**src/rtl/cpu_pkg.sv**
```systemverilog
// Shared types and constants for the 6502 branch sequencer.
package cpu_pkg;

    typedef enum logic [1:0] {
        IDLE  = 2'd0,
        FETCH = 2'd1,
        EVAL  = 2'd2,
        FIX   = 2'd3
    } state_t;

    localparam int FLAG_N = 7;
    localparam int FLAG_V = 6;
    localparam int FLAG_Z = 1;
    localparam int FLAG_C = 0;

    // cond_sel is opcode[7:6] of the branch instruction
    typedef enum logic [1:0] {
        COND_N = 2'b00,
        COND_V = 2'b01,
        COND_C = 2'b10,
        COND_Z = 2'b11
    } cond_sel_t;

endpackage

```
**src/rtl/branch_cond.sv**
```systemverilog
// Branch condition: pick one status flag and compare it with the required value.
module branch_cond
    import cpu_pkg::*;
(
    input  logic [1:0] i_cond_sel,
    input  logic       i_cond_val,
    input  logic [7:0] i_p_flags,
    output logic       o_taken
);

    logic w_flag;

    always_comb begin
        w_flag = 1'b0;
        case (cond_sel_t'(i_cond_sel))
            COND_N:  w_flag = i_p_flags[FLAG_N];
            COND_V:  w_flag = i_p_flags[FLAG_V];
            COND_C:  w_flag = i_p_flags[FLAG_C];
            COND_Z:  w_flag = i_p_flags[FLAG_Z];
            default: w_flag = 1'b0;
        endcase
        o_taken = (w_flag == i_cond_val);
    end

endmodule

```
**src/rtl/branch_ctrl.sv**
```systemverilog
// 6502 relative-branch sequencer driving the PC register's load/increment controls.
//   state | meaning
//   IDLE  | waiting for start; condition latched on start
//   FETCH | waiting for the offset operand; l_inc when it arrives
//   EVAL  | PC is next-instruction address; load PCL with PCL+offset if taken
//   FIX   | page crossing repair: h_inc forward, PCH-1 backward
module branch_ctrl
    import cpu_pkg::*;
(
    input  logic       clk,
    input  logic       rst_n,
    input  logic       start,
    input  logic [1:0] cond_sel,
    input  logic       cond_val,
    input  logic [7:0] p_flags,
    input  logic [7:0] offset_in,
    input  logic       offset_valid,
    input  logic [7:0] pcl_cur,
    input  logic [7:0] pch_cur,
    output logic [7:0] pcl_new,
    output logic [7:0] pch_new,
    output logic       load_pc_l,
    output logic       load_pc_h,
    output logic       l_inc,
    output logic       h_inc,
    output logic       busy,
    output logic       done,
    output logic       taken,
    output logic       page_cross
);

    state_t     r_state;
    state_t     w_state_nxt;
    logic       r_cond;
    logic [7:0] r_offset;
    logic       r_bwd;
    logic       r_done;
    logic       r_page;

    logic       w_cond;
    logic [8:0] w_sum9;
    logic       w_fwd_cross;
    logic       w_bwd_cross;
    logic       w_l_inc, w_load_l, w_load_h, w_h_inc;
    logic [7:0] w_pcl, w_pch;
    logic       w_busy, w_done_nt, w_done_set, w_page_set;

    branch_cond u_cond (
        .i_cond_sel (cond_sel),
        .i_cond_val (cond_val),
        .i_p_flags  (p_flags),
        .o_taken    (w_cond)
    );

    assign w_sum9      = {1'b0, pcl_cur} + {1'b0, r_offset};
    assign w_fwd_cross = ~r_offset[7] &  w_sum9[8];
    assign w_bwd_cross =  r_offset[7] & ~w_sum9[8];

    always_ff @(posedge clk) begin
        if (!rst_n) begin
            r_state  <= IDLE;
            r_cond   <= 1'b0;
            r_offset <= 8'h00;
            r_bwd    <= 1'b0;
            r_done   <= 1'b0;
            r_page   <= 1'b0;
        end else begin
            r_state <= w_state_nxt;
            r_done  <= w_done_set;
            r_page  <= w_page_set;
            if (r_state == IDLE && start)
                r_cond <= w_cond;
            if (r_state == FETCH && offset_valid)
                r_offset <= offset_in;
            if (r_state == EVAL)
                r_bwd <= w_bwd_cross;
        end
    end

    always_comb begin
        w_state_nxt = r_state;
        w_l_inc     = 1'b0;
        w_load_l    = 1'b0;
        w_load_h    = 1'b0;
        w_h_inc     = 1'b0;
        w_pcl       = 8'h00;
        w_pch       = 8'h00;
        w_busy      = 1'b1;
        w_done_nt   = 1'b0;
        w_done_set  = 1'b0;
        w_page_set  = 1'b0;
        case (r_state)
            IDLE: begin
                w_busy = 1'b0;
                if (start)
                    w_state_nxt = FETCH;
            end
            FETCH: begin
                if (offset_valid) begin
                    w_l_inc     = 1'b1;
                    w_state_nxt = EVAL;
                end
            end
            EVAL: begin
                if (!r_cond) begin
                    w_done_nt   = 1'b1;
                    w_state_nxt = IDLE;
                end else begin
                    w_load_l = 1'b1;
                    w_pcl    = w_sum9[7:0];
                    if (w_fwd_cross || w_bwd_cross) begin
                        w_state_nxt = FIX;
                    end else begin
                        w_done_set  = 1'b1;
                        w_state_nxt = IDLE;
                    end
                end
            end
            FIX: begin
                if (r_bwd) begin
                    w_load_h = 1'b1;
                    w_pch    = pch_cur - 8'd1;
                end else begin
                    w_h_inc = 1'b1;
                end
                w_done_set  = 1'b1;
                w_page_set  = 1'b1;
                w_state_nxt = IDLE;
            end
            default: w_state_nxt = IDLE;
        endcase
    end

    // Outputs are forced low while reset is held so an abandoned branch never touches the PC.
    assign l_inc      = rst_n & w_l_inc;
    assign load_pc_l  = rst_n & w_load_l;
    assign load_pc_h  = rst_n & w_load_h;
    assign h_inc      = rst_n & w_h_inc;
    assign pcl_new    = rst_n ? w_pcl : 8'h00;
    assign pch_new    = rst_n ? w_pch : 8'h00;
    assign busy       = rst_n & w_busy;
    assign done       = rst_n & (w_done_nt | r_done);
    assign taken      = rst_n & r_done;
    assign page_cross = rst_n & r_page;

endmodule

```
**config.mk**
```make
export PLATFORM = sky130hd
export DESIGN_NAME = branch_ctrl
export DESIGN_NICKNAME = d
export VERILOG_FILES = /design/src/rtl/cpu_pkg.sv /design/src/rtl/branch_cond.sv /design/src/rtl/branch_ctrl.sv
export SDC_FILE = /design/constraint.sdc
export NUM_CORES = 1
export LEC_CHECK = 0
export CORE_ASPECT_RATIO = 0.8
export CORE_MARGIN = 3
export CORE_UTILIZATION = 34
export DETAILED_ROUTE_END_ITERATION = 10
export PLACE_DENSITY = 0.72
export SYNTH_ARGS = -nofsm -noshare
export SYNTH_HDL_FRONTEND = slang
export SYNTH_SLANG_ARGS = --single-unit
```
**constraint.sdc**
```tcl
create_clock -name clk -period 2.5 [get_ports clk]
set_input_delay 0.625 -clock clk [delete_from_list [all_inputs] [get_ports clk]]
set_output_delay 0.625 -clock clk [all_outputs]
set_load 0.05 [all_outputs]
```
======== Yosys cells after proc, flatten, opt, wreduce, memory -nomap -nowiden ========
Index checks and enable logic that the tools add are counted.
word-level totals
  register bits ........................... 14
  bits of input ports ..................... 39
  output and inout port bits .............. 24
  logic and storage cells ................. 63
cells by class
  add/subtract/negate cells ............... 2
  equal/unequal tests ..................... 9
  mux-type cells .......................... 27
  bitwise logic cells ..................... 13
  reductions and logical operators ........ 6
operators by type and width
  cell                   number
  $mux W8                6
  $mux W1                14
  $and A1 B1 Y1          10
  $add A8 B8 Y9          1
  $eq A2 B2 Y1 const B   4
  $mux W2                4
  $pmux W2 S4            1
  $sub A8 B1 Y8 const B  1
  $eq A2 B1 Y1 const B   2
  $logic_not A2 Y1       2
  $ne A2 B2 Y1 const B   2
  $pmux W1 S4            1
  $logic_and A1 B1 Y1    2
  $not A1 Y1             2
  $pmux W1 S2            1
  $reduce_and A2 Y1      1
  $eq A1 B1 Y1           1
  $logic_or A1 B1 Y1     1
  $or A1 B1 Y1           1

======== Depth between registers and ports, before layout ========
  depth in word-level cells ............... 7
  depth in mapped cells ................... 11
  depth with buffers taken out ............ 11

======== Modules after synthesis ========
Synthesis repeated with hierarchy kept, for this count alone.
unflattened totals
  cell total of the unflattened synthesis .. 157
  area total of the unflattened synthesis .. 1,186.1 um^2
modules (own cells, without submodules)
  module       times used  cells each  area each (um^2)  seq. area each (um^2)
  branch_ctrl  1           155         1,154.9           280.3
  branch_cond  1           2           31.3              0.0

======== Least setup slack after synthesis ========
No wires, ideal clock.
  path type ............................... input -> output
  from .................................... in pcl_cur[0]
  to ...................................... out pcl_new[6]
  arrival time ............................ 2.810 ns
  required time ........................... 1.875 ns
  setup slack ............................. -0.935 ns
  cell stages on the path ................. 8
  path buffers ............................ 0
  path through ............................ ha_1 inv_1 fa_1 nor2b_1 o31a_1 o21ai_1 nor3b_1 nor3_1
on the way
  word-level cells in the longest chain between the ends .. 4
ends and longest elaborated chain
  item                line                text
  start: declaration  branch_ctrl.sv:18   input logic [7:0] pcl_cur,
  $add A8 B8 Y9       branch_ctrl.sv:55   assign w_sum9 = {1'b0, pcl_cur} + {1'b0, r_offset};
  $mux W8             branch_ctrl.sv:105  if (!r_cond) begin
  $mux W8             branch_ctrl.sv:92   case (r_state)
  $mux W8             branch_ctrl.sv:139  assign pcl_new = rst_n ? w_pcl : 8'h00;
  end: declaration    branch_ctrl.sv:20   output logic [7:0] pcl_new,
No other way between the ends.

======== Worst setup path in the final report ========
Ends and elaborated chain as after synthesis.

==> impl_metrics.ini <==
[layout]
fin_nets = 284
fin_area_sq_mm = 0.002541
layout_commonest_cell = buf_4
syn2layout_area_growth_pct = 127.2
layout_common_cells = buf_4 (24), buf_12 (23), nand2_1 (21)
stdcell_count = 270
fill_cells = 142
diodes = 0
drive_above_1_share_pct = 46.55

[cts]
cts_made_buffers = 3
tritoncts = done
cts_max_path_buffers = 2
cts_max_level = 1
cts_root_buf = clkbuf_8
clk_pin_slew_worst_paths_ns = 0.05
clk_latency_ns = 0.25
holdBufCountCts = 0
clkSinkCount = 14

[power]
combPwrFrac_pct = 36.7
p_total_mw = 0.6831
p_switching_mw = 0.2022
pwr-share-seq_pct = 35.9
switching_share_pct = 29.60
intPower_mw = 0.4809
ir_drop_mv = 0.3205
power.density_mw_per_mm2 = 268.8
pwr-share-clk_pct = 27.4
leakage_nw = 0.9829

[min_path]
hold_class = reg -> reg
hp-start = r_offset[0]

[worst_setup_path]
cp.required_ns = 1.88
crit_start = pcl_cur[0]
r2r-start = r_offset[0]
crit_type = in -> out
critPathMaxFanout = 3
worstPathArrival_ns = 2.16
endpoint_kind = primary output
worstSetupStartpointType = input pin

[timing]
fin_ws_ns = -0.2850
rsz0062_at_grt = yes
skew_ns = 0.004123
finalSetupViolations = 4
worstMarginPinSlew_ns = 0.3714
fin_hold_ws_ns = 0.5280
finalCriticalPeriod_ns = 2.785
hold_viol_final = 0
min_period_over_period_pct = 111.4
max-slew-margin-rel_pct = 74.98
max_freq_mhz = 359.1
drv_slew = 0

[place]
dpl_cell_area_sq_mm = 0.002211
place_inst = 258
post-dp-hpwl_um = 3222
numPortBuffers = 58
gp_congestion = 0.7891

[die]
ios = 63
dieHeight_um = 57.30
dieArea_sq_mm = 0.004018
core.rowCount = 17
start_util_pct = 38.11
coreArea_sq_mm = 0.002935
die_w_um = 70.13

[outcome]
violations = setup timing
status = finished with violations

[logic_synthesis]
ys.warnings.count = 0
ys_types = 35
async_reset_ff_share_pct = 0
syn_area_sq_mm = 0.001119
syn-num-nets = 196
syn_area_per_cell_sq_um = 7.661
synthCells = 146
synth_seq_cells = 14
synth_edf_count = 0
ys_seq_area_share_pct = 25.06
synthFlopType = dfxtp_1

[drt]
antenna_left = 0
vias = 1395
drc = 0
first_iter_violations = 47
post_drt_via_cell_ratio = 5.167
wl_per_cell_um = 16.96
wl_um = 4579
first_pass_iters = 4

[global_route]
antenna_found_initial = 0
grt_pass1_vias = 1528
grt_overflow = 0
grt_max_degree = 14
grt.total_usage_pct = 23.84
grt_pass1_wl_um = 7527

[flow_run]
maxCapViolations = 0
[final timing paths]
path | cells past startpoint | slack [ns] | endpoint
hold / removal | 2 | 0.53 | r_offset[0]
setup / recovery | 10 | -0.29 | pcl_new[6]
setup reg to reg | 12 | 0.19 | r_state[0]
hold reg to reg | 2 | 0.53 | r_offset[0]
[final cells by class]
class	instances	area, sq um	share of cell area [%]
multi-input cells	121	1074	42.25
inverters	8	33.78	1.329
flip-flops and latches	14	280.3	11.03
well taps	38	47.55	1.871
repair buffers	86	1065	41.90
clock buffers	3	41.29	1.625
[cells in the mapped netlist (2+ instances only)]
master,n,area share (%)
nor3_1,4,1.8
inv_1,8,2.7
a211oi_1,3,2.0
dfxtp_1,14,25
nor3b_1,2,1.3
ha_1,10,11
a21boi_0,10,6.7
o21a_1,4,2.7
nor2_1,20,6.7
nand2_1,23,7.7
nand3_1,2,0.89
xor2_1,4,3.1
nor2b_1,6,3.4
o21ai_0,5,2.2
clkbuf_1,2,0.67
a21oi_1,3,1.3
and2_1,4,2.2
xnor2_1,5,3.9
[logic make-up after synthesis]
logic type | Yosys count | synth area share (%)
multiplexers | 2 | 2.908
AO/OA/AOI/OAI | 31 | 18.79
adder cells (fa/ha/maj) | 11 | 12.98
XOR/XNOR | 9 | 7.046
buffers and inverters | 11 | 4.363
flip-flops | 14 | 25.06
AND/OR/NAND/NOR | 68 | 28.86
[sequential cells by signal (all words and copies together) (netlist names)]
| register | flops |
|---|---|
| r_bwd | 1 |
| r_cond | 1 |
| r_done | 1 |
| r_offset | 8 |
| r_page | 1 |
| r_state | 2 |
[timing repair]
item                       CTS  global route
pin swaps                   28            27
resized for setup           58            23
buffers inserted            10             3
setup endpoints to repair   20            11
[worst max-delay path, cell delays in order]
cell     delay, ns
buf_8         0.10
ha_4          0.15
inv_2         0.05
fa_2          0.22
nor2b_4       0.05
o31a_1        0.27
o21ai_2       0.22
nor3b_4       0.26
nor3_4        0.06
buf_12        0.14
[power by group through the flow]
stage                     Sequential (mW)  Combinational, mW  Clock, mW
after detailed placement            0.247              0.204          0
final                               0.245              0.251      0.187
after global routing                0.246              0.271      0.201
after global placement              0.246              0.194          0
after CTS                           0.244              0.230      0.186
after floorplan                     0.243             0.0989          0
[layer usage]
metal  part of all wire (%)  vias up  track usage (%)
met3                    4.1       13            5.282
met4                    2.4        0            7.377
met5                      0        -                0
li1                       -      663                -
met2                     51       42            43.88
met1                     42      677            27.68
[through the flow]
| step | setup WS [ns] | TNS (ns) | util, % |
|---|---|---|---|
| floorplan | -0.2968 | -0.7649 | - |
| global placement | -0.6510 | -5.648 | 75.32 |
| detailed placement | -0.7161 | -6.834 | 75.32 |
| CTS | -0.2332 | -0.8168 | 83.25 |
| global route | -0.3323 | -0.9773 | 86.57 |
| finish | -0.2850 | -0.7022 | 86.57 |
Note: power is estimated with default switching activity, not from simulation.
